### src/rtl/gpio_arb_pkg.sv
// Shared types and constants for the two-master GPIO bus arbiter.
package gpio_arb_pkg;

    typedef enum logic [1:0] {
        StIdle = 2'd0,
        StOwn0 = 2'd1,
        StOwn1 = 2'd2
    } arb_state_e;

    localparam logic M0 = 1'b0;
    localparam logic M1 = 1'b1;

endpackage

### src/rtl/gpio_bus_arbiter_if.sv
// Bus bundle between the two masters, the arbiter and the GPIO slave port.
interface gpio_bus_arbiter_if #(
    parameter int unsigned AW = 32,
    parameter int unsigned DW = 32
);
    logic          m0_req_i;
    logic          m0_we_i;
    logic [AW-1:0] m0_addr_i;
    logic [DW-1:0] m0_data_i;
    logic          m0_gnt_o;
    logic [DW-1:0] m0_data_o;

    logic          m1_req_i;
    logic          m1_we_i;
    logic [AW-1:0] m1_addr_i;
    logic [DW-1:0] m1_data_i;
    logic          m1_gnt_o;
    logic [DW-1:0] m1_data_o;

    logic          s_we_o;
    logic [AW-1:0] s_addr_o;
    logic [DW-1:0] s_data_o;
    logic [DW-1:0] s_data_i;

    // Arbiter view: master requests and GPIO read data come in.
    modport slave (
        input  m0_req_i, m0_we_i, m0_addr_i, m0_data_i,
        input  m1_req_i, m1_we_i, m1_addr_i, m1_data_i,
        input  s_data_i,
        output m0_gnt_o, m0_data_o, m1_gnt_o, m1_data_o,
        output s_we_o, s_addr_o, s_data_o
    );

    // Fabric/GPIO view: drives requests and read data, observes the rest.
    modport master (
        output m0_req_i, m0_we_i, m0_addr_i, m0_data_i,
        output m1_req_i, m1_we_i, m1_addr_i, m1_data_i,
        output s_data_i,
        input  m0_gnt_o, m0_data_o, m1_gnt_o, m1_data_o,
        input  s_we_o, s_addr_o, s_data_o
    );

endinterface

### src/rtl/gpio_arb_mux.sv
// Slave-side request mux and read-return steering, selected by arbiter state.
module gpio_arb_mux
    import gpio_arb_pkg::*;
#(
    parameter int unsigned AW = 32,
    parameter int unsigned DW = 32
) (
    input  arb_state_e    state_i,
    input  logic          m0_req_i,
    input  logic          m0_we_i,
    input  logic [AW-1:0] m0_addr_i,
    input  logic [DW-1:0] m0_data_i,
    input  logic          m1_req_i,
    input  logic          m1_we_i,
    input  logic [AW-1:0] m1_addr_i,
    input  logic [DW-1:0] m1_data_i,
    input  logic [DW-1:0] s_data_i,
    output logic          s_we_o,
    output logic [AW-1:0] s_addr_o,
    output logic [DW-1:0] s_data_o,
    output logic [DW-1:0] m0_data_o,
    output logic [DW-1:0] m1_data_o
);

    always_comb begin
        s_we_o    = 1'b0;
        s_addr_o  = '0;
        s_data_o  = '0;
        m0_data_o = '0;
        m1_data_o = '0;
        case (state_i)
            StOwn0: begin
                s_we_o    = m0_we_i & m0_req_i;
                s_addr_o  = m0_addr_i;
                s_data_o  = m0_data_i;
                m0_data_o = s_data_i;
            end
            StOwn1: begin
                s_we_o    = m1_we_i & m1_req_i;
                s_addr_o  = m1_addr_i;
                s_data_o  = m1_data_i;
                m1_data_o = s_data_i;
            end
            default: ;
        endcase
    end

endmodule

### src/rtl/gpio_bus_arbiter.sv
// Two-master round-robin arbiter for the GPIO slave port with a hold-time cap.
module gpio_bus_arbiter
    import gpio_arb_pkg::*;
#(
    parameter int unsigned MAX_HOLD = 16,  // must be >= 1
    parameter int unsigned AW       = 32,
    parameter int unsigned DW       = 32
) (
    input logic               clk,
    input logic               rst,
    gpio_bus_arbiter_if.slave bus
);

    localparam int unsigned CntW = $clog2(MAX_HOLD + 1);
    localparam logic [CntW-1:0] HoldLast = CntW'(MAX_HOLD - 1);
    localparam logic [CntW-1:0] HoldMax  = CntW'(MAX_HOLD);

    arb_state_e      state_q, state_d;
    logic            gnt0_q, gnt1_q;
    logic [CntW-1:0] hold_cnt_q, hold_cnt_d;
    logic            last_owner_q, last_owner_d;
    logic            hold_expired;

    // >= rather than ==: a counter saturated during an uncontended run must
    // still yield as soon as the other master shows up.
    assign hold_expired = (hold_cnt_q >= HoldLast);

    always_comb begin
        state_d = state_q;
        case (state_q)
            StIdle: begin
                if (bus.m0_req_i && bus.m1_req_i) begin
                    state_d = (last_owner_q == M0) ? StOwn1 : StOwn0;
                end else if (bus.m0_req_i) begin
                    state_d = StOwn0;
                end else if (bus.m1_req_i) begin
                    state_d = StOwn1;
                end
            end
            StOwn0: begin
                if (!bus.m0_req_i) begin
                    state_d = bus.m1_req_i ? StOwn1 : StIdle;
                end else if (bus.m1_req_i && hold_expired) begin
                    state_d = StOwn1;
                end
            end
            StOwn1: begin
                if (!bus.m1_req_i) begin
                    state_d = bus.m0_req_i ? StOwn0 : StIdle;
                end else if (bus.m0_req_i && hold_expired) begin
                    state_d = StOwn0;
                end
            end
            default: state_d = StIdle;
        endcase
    end

    always_comb begin
        hold_cnt_d   = hold_cnt_q;
        last_owner_d = last_owner_q;
        if (state_d != state_q) begin
            hold_cnt_d = '0;
            if (state_d == StOwn0) last_owner_d = M0;
            if (state_d == StOwn1) last_owner_d = M1;
        end else if (state_q != StIdle && hold_cnt_q != HoldMax) begin
            hold_cnt_d = hold_cnt_q + CntW'(1);
        end
    end

    always_ff @(posedge clk or posedge rst) begin
        if (rst) begin
            state_q      <= StIdle;
            gnt0_q       <= 1'b0;
            gnt1_q       <= 1'b0;
            hold_cnt_q   <= '0;
            last_owner_q <= M1;  // m0 wins the first tie
        end else begin
            state_q      <= state_d;
            gnt0_q       <= (state_d == StOwn0);
            gnt1_q       <= (state_d == StOwn1);
            hold_cnt_q   <= hold_cnt_d;
            last_owner_q <= last_owner_d;
        end
    end

    assign bus.m0_gnt_o = gnt0_q;
    assign bus.m1_gnt_o = gnt1_q;

    gpio_arb_mux #(
        .AW(AW),
        .DW(DW)
    ) u_mux (
        .state_i  (state_q),
        .m0_req_i (bus.m0_req_i),
        .m0_we_i  (bus.m0_we_i),
        .m0_addr_i(bus.m0_addr_i),
        .m0_data_i(bus.m0_data_i),
        .m1_req_i (bus.m1_req_i),
        .m1_we_i  (bus.m1_we_i),
        .m1_addr_i(bus.m1_addr_i),
        .m1_data_i(bus.m1_data_i),
        .s_data_i (bus.s_data_i),
        .s_we_o   (bus.s_we_o),
        .s_addr_o (bus.s_addr_o),
        .s_data_o (bus.s_data_o),
        .m0_data_o(bus.m0_data_o),
        .m1_data_o(bus.m1_data_o)
    );

endmodule
### src/flat_wrapper.sv
// flat-port wrapper written by rule: the top's interface ports become plain ports
module gpio_bus_arbiter_flat import gpio_arb_pkg::*;
#(
    parameter int unsigned MAX_HOLD = 16,                 
    parameter int unsigned AW       = 32,
    parameter int unsigned DW       = 32
)
  (clk, rst, bus_m0_req_i, bus_m0_we_i, bus_m0_addr_i, bus_m0_data_i, bus_m1_req_i, bus_m1_we_i, bus_m1_addr_i, bus_m1_data_i, bus_s_data_i, bus_m0_gnt_o, bus_m0_data_o, bus_m1_gnt_o, bus_m1_data_o, bus_s_we_o, bus_s_addr_o, bus_s_data_o);
  gpio_bus_arbiter_if #(.AW(AW), .DW(DW)) bus_i ();
  input logic clk;
  input logic rst;
  input wire logic [$bits(bus_i.m0_req_i)-1:0] bus_m0_req_i;
  input wire logic [$bits(bus_i.m0_we_i)-1:0] bus_m0_we_i;
  input wire logic [$bits(bus_i.m0_addr_i)-1:0] bus_m0_addr_i;
  input wire logic [$bits(bus_i.m0_data_i)-1:0] bus_m0_data_i;
  input wire logic [$bits(bus_i.m1_req_i)-1:0] bus_m1_req_i;
  input wire logic [$bits(bus_i.m1_we_i)-1:0] bus_m1_we_i;
  input wire logic [$bits(bus_i.m1_addr_i)-1:0] bus_m1_addr_i;
  input wire logic [$bits(bus_i.m1_data_i)-1:0] bus_m1_data_i;
  input wire logic [$bits(bus_i.s_data_i)-1:0] bus_s_data_i;
  output wire logic [$bits(bus_i.m0_gnt_o)-1:0] bus_m0_gnt_o;
  output wire logic [$bits(bus_i.m0_data_o)-1:0] bus_m0_data_o;
  output wire logic [$bits(bus_i.m1_gnt_o)-1:0] bus_m1_gnt_o;
  output wire logic [$bits(bus_i.m1_data_o)-1:0] bus_m1_data_o;
  output wire logic [$bits(bus_i.s_we_o)-1:0] bus_s_we_o;
  output wire logic [$bits(bus_i.s_addr_o)-1:0] bus_s_addr_o;
  output wire logic [$bits(bus_i.s_data_o)-1:0] bus_s_data_o;
  assign bus_i.m0_req_i = bus_m0_req_i;
  assign bus_i.m0_we_i = bus_m0_we_i;
  assign bus_i.m0_addr_i = bus_m0_addr_i;
  assign bus_i.m0_data_i = bus_m0_data_i;
  assign bus_i.m1_req_i = bus_m1_req_i;
  assign bus_i.m1_we_i = bus_m1_we_i;
  assign bus_i.m1_addr_i = bus_m1_addr_i;
  assign bus_i.m1_data_i = bus_m1_data_i;
  assign bus_i.s_data_i = bus_s_data_i;
  assign bus_m0_gnt_o = bus_i.m0_gnt_o;
  assign bus_m0_data_o = bus_i.m0_data_o;
  assign bus_m1_gnt_o = bus_i.m1_gnt_o;
  assign bus_m1_data_o = bus_i.m1_data_o;
  assign bus_s_we_o = bus_i.s_we_o;
  assign bus_s_addr_o = bus_i.s_addr_o;
  assign bus_s_data_o = bus_i.s_data_o;
  gpio_bus_arbiter #(.MAX_HOLD(MAX_HOLD), .AW(AW), .DW(DW)) u_core (.clk(clk), .rst(rst), .bus(bus_i));
endmodule
### config.mk
export PLATFORM = sky130hd
export DESIGN_NAME = gpio_bus_arbiter_flat
export DESIGN_NICKNAME = d
export VERILOG_FILES = /design/src/rtl/gpio_arb_pkg.sv /design/src/rtl/gpio_bus_arbiter_if.sv /design/src/rtl/gpio_arb_mux.sv /design/src/rtl/gpio_bus_arbiter.sv /design/src/flat_wrapper.sv
export SDC_FILE = /design/constraint.sdc
export NUM_CORES = 1
export LEC_CHECK = 0
export CORE_AREA = 3 3 113 115
export CTS_CLUSTER_SIZE = 10
export DETAILED_ROUTE_END_ITERATION = 7
export DIE_AREA = 0 0 116 118
export RECOVER_POWER = 25
export SLEW_MARGIN = 10
export SYNTH_ARGS = -nofsm -noshare
export SYNTH_HDL_FRONTEND = slang
export SYNTH_HIERARCHICAL = 1
export SYNTH_SLANG_ARGS = --single-unit
### constraint.sdc
create_clock -name clk -period 2.9 [get_ports clk]
set_input_delay 0.29 -clock clk [delete_from_list [all_inputs] [get_ports clk]]
set_output_delay 0.29 -clock clk [all_outputs]
set_load 0.03 [all_outputs]
==> results by group <==
Yosys
  • Syn nets: between 400 and 500
  • Mapped Area: 2180 um^2
  • Post-synthesis sequential area ratio: 0.115
  • Netlist cell types: 40
  • Top cell type's share of synthesized area: 0.184
  • Ranking of synthesized cells by area: and2_1, a22oi_2, a22oi_1
  • Yosys top cell by area: and2_1
  • Mapped Cells: 293
  • Synth Warn #: 6
  • Syn avg cell area: around 7.4 um^2
  • Seq cells post-synth: 10

Clock network
  • Post-CTS Resized: 0
  • Worst-skew pair later-pin latency: 240 ps
  • CTS Root Cell: clkbuf_16
  • Hold buffer count at CTS: 0
  • Clock buffer depth: 2
  • Worst-path clk slew: 40 ps
  • CTS Sinks: 10
  • Setup bufs post-CTS: 0
  • CTS Buf Count: 3
  • CTS tree: built
  • CTS H-Tree Depth: 1

Timing
  • Final hold violations: 0
  • Worst-case clock skew: 3.50 ps
  • Tightest Pin Transition: 540 ps
  • Slew margin rel.: 0.640
  • Setup Viol. Count Final: 0
  • Worst hold margin: 466 ps
  • Setup TNS: 0 ps
  • Post-layout minimum cycle time: 2750 ps
  • Slew Limit Fails: 0
  • RSZ-0062 raised after global routing: false
  • Fmax: approximately 0.36 GHz
  • Final worst-path cycle share: 0.947
  • Final setup margin: 154 ps

Placed design
  • Post-DP HPWL: 11.4 mm
  • Placement Setup Slack: 266 ps
  • Placer Congestion: 0.859
  • PortBufs: between 200 and 300

Global routing
  • Global-route wire length before repair: 19.6 mm
  • Initial antenna violation count: 0
  • Gr ovfl total: 0
  • Vias in the first global route: 3,096
  • Largest net degree at the start of global routing: 59
  • Total track usage: 0.182

Die
  • Initial Util: 0.183
  • Ports: 297
  • Die area: 13,700 um^2
  • # rows: 40
  • DIE WIDTH: 116 um
  • Die Ht: 118 um
  • Core area: 11,900 um^2

Power and ir drop
  • Clk pwr share: 0.094
  • Reg power frac: 0.073
  • Combinational power share: 0.833
  • Switching Share: 0.495
  • Power Internal: roughly 0.0015 W
  • P_leak: ~2.1 nW
  • Worst VDD drop: roughly 400 uV
  • Power per cell area: between 500 and 600 nW/um^2
  • NetSw: 0.00146 W

Flow run
  • # Max-Cap Violations: 0

Final layout
  • Filler instances: 1,171
  • Commonest non-fill, non-tap cell in the layout: clkdlybuf4s50_1
  • Layout Nets: around 740
  • Layout area overhead: 150%
  • Share of cells above drive strength 1: 0.116
  • Commonest non-fill, non-tap cells in the layout: clkdlybuf4s50_1, nor2_1, and2_1, a22oi_1, a22oi_2
  • Antenna cells: 0

Route
  • Vias per Instance: 4.42
  • DRC violations left: 0
  • DRT Wirelength: 13.6 mm
  • Wirelength per Cell: 19.0 um
  • Iter 0 DRT Violations: 223
  • Initial DRT Pass Iterations: 4
  • Routed Antenna Nets: 0
  • Via count: between 3k and 4k

Critical path
  • FF-to-FF End: u_core/last_owner_q
  • CP Capture Type: primary output
  • Worst path cell trace: ha_4, buf_12, a22oi_2, nor2_1, clkdlybuf4s50_1
  • Startpoint Class: flop
  • Critical Path RT: 2610 ps
  • RR Startpoint: u_core/hold_cnt_q[0]
  • Critical path peak fanout: 29
  • Crit-path slowest cell: clkdlybuf4s50_1
  • Worst R2R Path Depth: 11
  • Kind of critical path: flop to primary output
  • Critical path arrival: ~2500 ps
  • CP peak stage delay: 710 ps
  • R2R Setup Slk: 190 ps

Outcome
  • Status: completed

Min path
  • Worst hold path class: primary input to async pin
synth_stat cells:
cell	instances
buf_8	3
dfstp_2	1
and2_1	64
clkbuf_1	9
a21oi_1	2
nand4_1	1
o21ai_1	1
buf_4	1
o211ai_1	1
nor2_2	1
nor2b_4	1
and2_4	1
xor2_1	1
a32o_1	1
nand3_2	2
nor4_2	1
nor2_1	71
and3b_2	1
or3_1	1
nand2_1	5
nor3_1	2
a21o_1	1
and4bb_1	2
a22oi_1	36
and3b_1	1
ha_1	7
a211oi_1	1
nand3_1	3
dfrtp_1	9
mux2_4	1
buf_6	9
mux2_2	1
inv_1	6
a22oi_2	28
buf_2	10
a21oi_2	1
a31oi_1	1
o21ai_0	1
xnor2_1	1
and3_1	3
per-stage QoR:
stage,std cells,total power (W),area (um^2),utilization
global route,715,0.00313,5450,0.458
global placement,711,0.00271,5390,0.452
floorplan,293,0.00163,2180,-
CTS,715,0.00302,5470,0.460
detailed placement,711,0.00273,5390,0.452
finish,715,0.00296,5450,0.458
power groups by stage:
stage / logic (W) / clock network (W) / registers (W)
6_report: 0.00247 / 0.000277 / 0.000217
5_1_grt: 0.00262 / 0.000290 / 0.000226
4_1_cts: 0.00252 / 0.000281 / 0.000218
3_5_place_dp: 0.00251 / 0 / 0.000222
3_3_place_gp: 0.00249 / 0 / 0.000217
2_1_floorplan: 0.00141 / 0 / 0.000218
cell type report:
type                    instances  area [um^2]  share of cell area
clock buffers                   4         88.8              0.0163
repair buffers                303         3220               0.590
flip-flops and latches         10          251              0.0461
well taps                     147          184              0.0337
multi-input cells             245         1690               0.309
inverters                       6         22.5             0.00413
flip-flops by register name, summed over array words and instances, names as in the netlist:
name,count
u_core/last_owner_q,1
u_core/state_q,2
u_core/hold_cnt_q,5
u_core/bus.m1_gnt_o,1
u_core/bus.m0_gnt_o,1
kinds of logic (layout without fill, tap and decap cells):
kind of cell               after synthesis  count (layout)  synth area share
and+or+nand+nor                        160             160             0.389
DFF                                     10              10             0.115
AOI/OAI and AO/OA                       74              74             0.316
buffers and inverters                   38             313             0.119
muxes                                    2               2            0.0121
adders and majority gates                7               7            0.0402
xor gates and xnor gates                 2               2           0.00804
metal layers:
metal  part of all wire  vias to the layer above  global-route usage
met4             0.0059                        0              0.0181
met1               0.38                     1483               0.220
met2               0.53                      105               0.338
li1                   -                     1566                   -
met5                  0                        -                   0
met3              0.079                        6              0.0370
critical path: cells and delay by family (launching register included):
kind,cells,cell delay (ps)
buf+inv,2,970
compound gates,1,70
flops,1,610
fa+ha+maj,1,430
simple gates,1,120
how the worst max path moves through the flow:
stage	from	end	slack, ps	cells after the start
final	u_core/state_q[0]	bus_s_addr_o[7]	150	5
after floorplan	u_core/hold_cnt_q[0]	u_core/last_owner_q	430	11
after global placement	u_core/hold_cnt_q[0]	u_core/last_owner_q	320	11
after detailed placement	u_core/hold_cnt_q[0]	u_core/last_owner_q	270	11
after CTS	u_core/state_q[0]	bus_s_addr_o[7]	130	5
after global routing	u_core/state_q[0]	bus_s_data_o[31]	5	5
No activity file was read; power rests on OpenSTA's default activity.
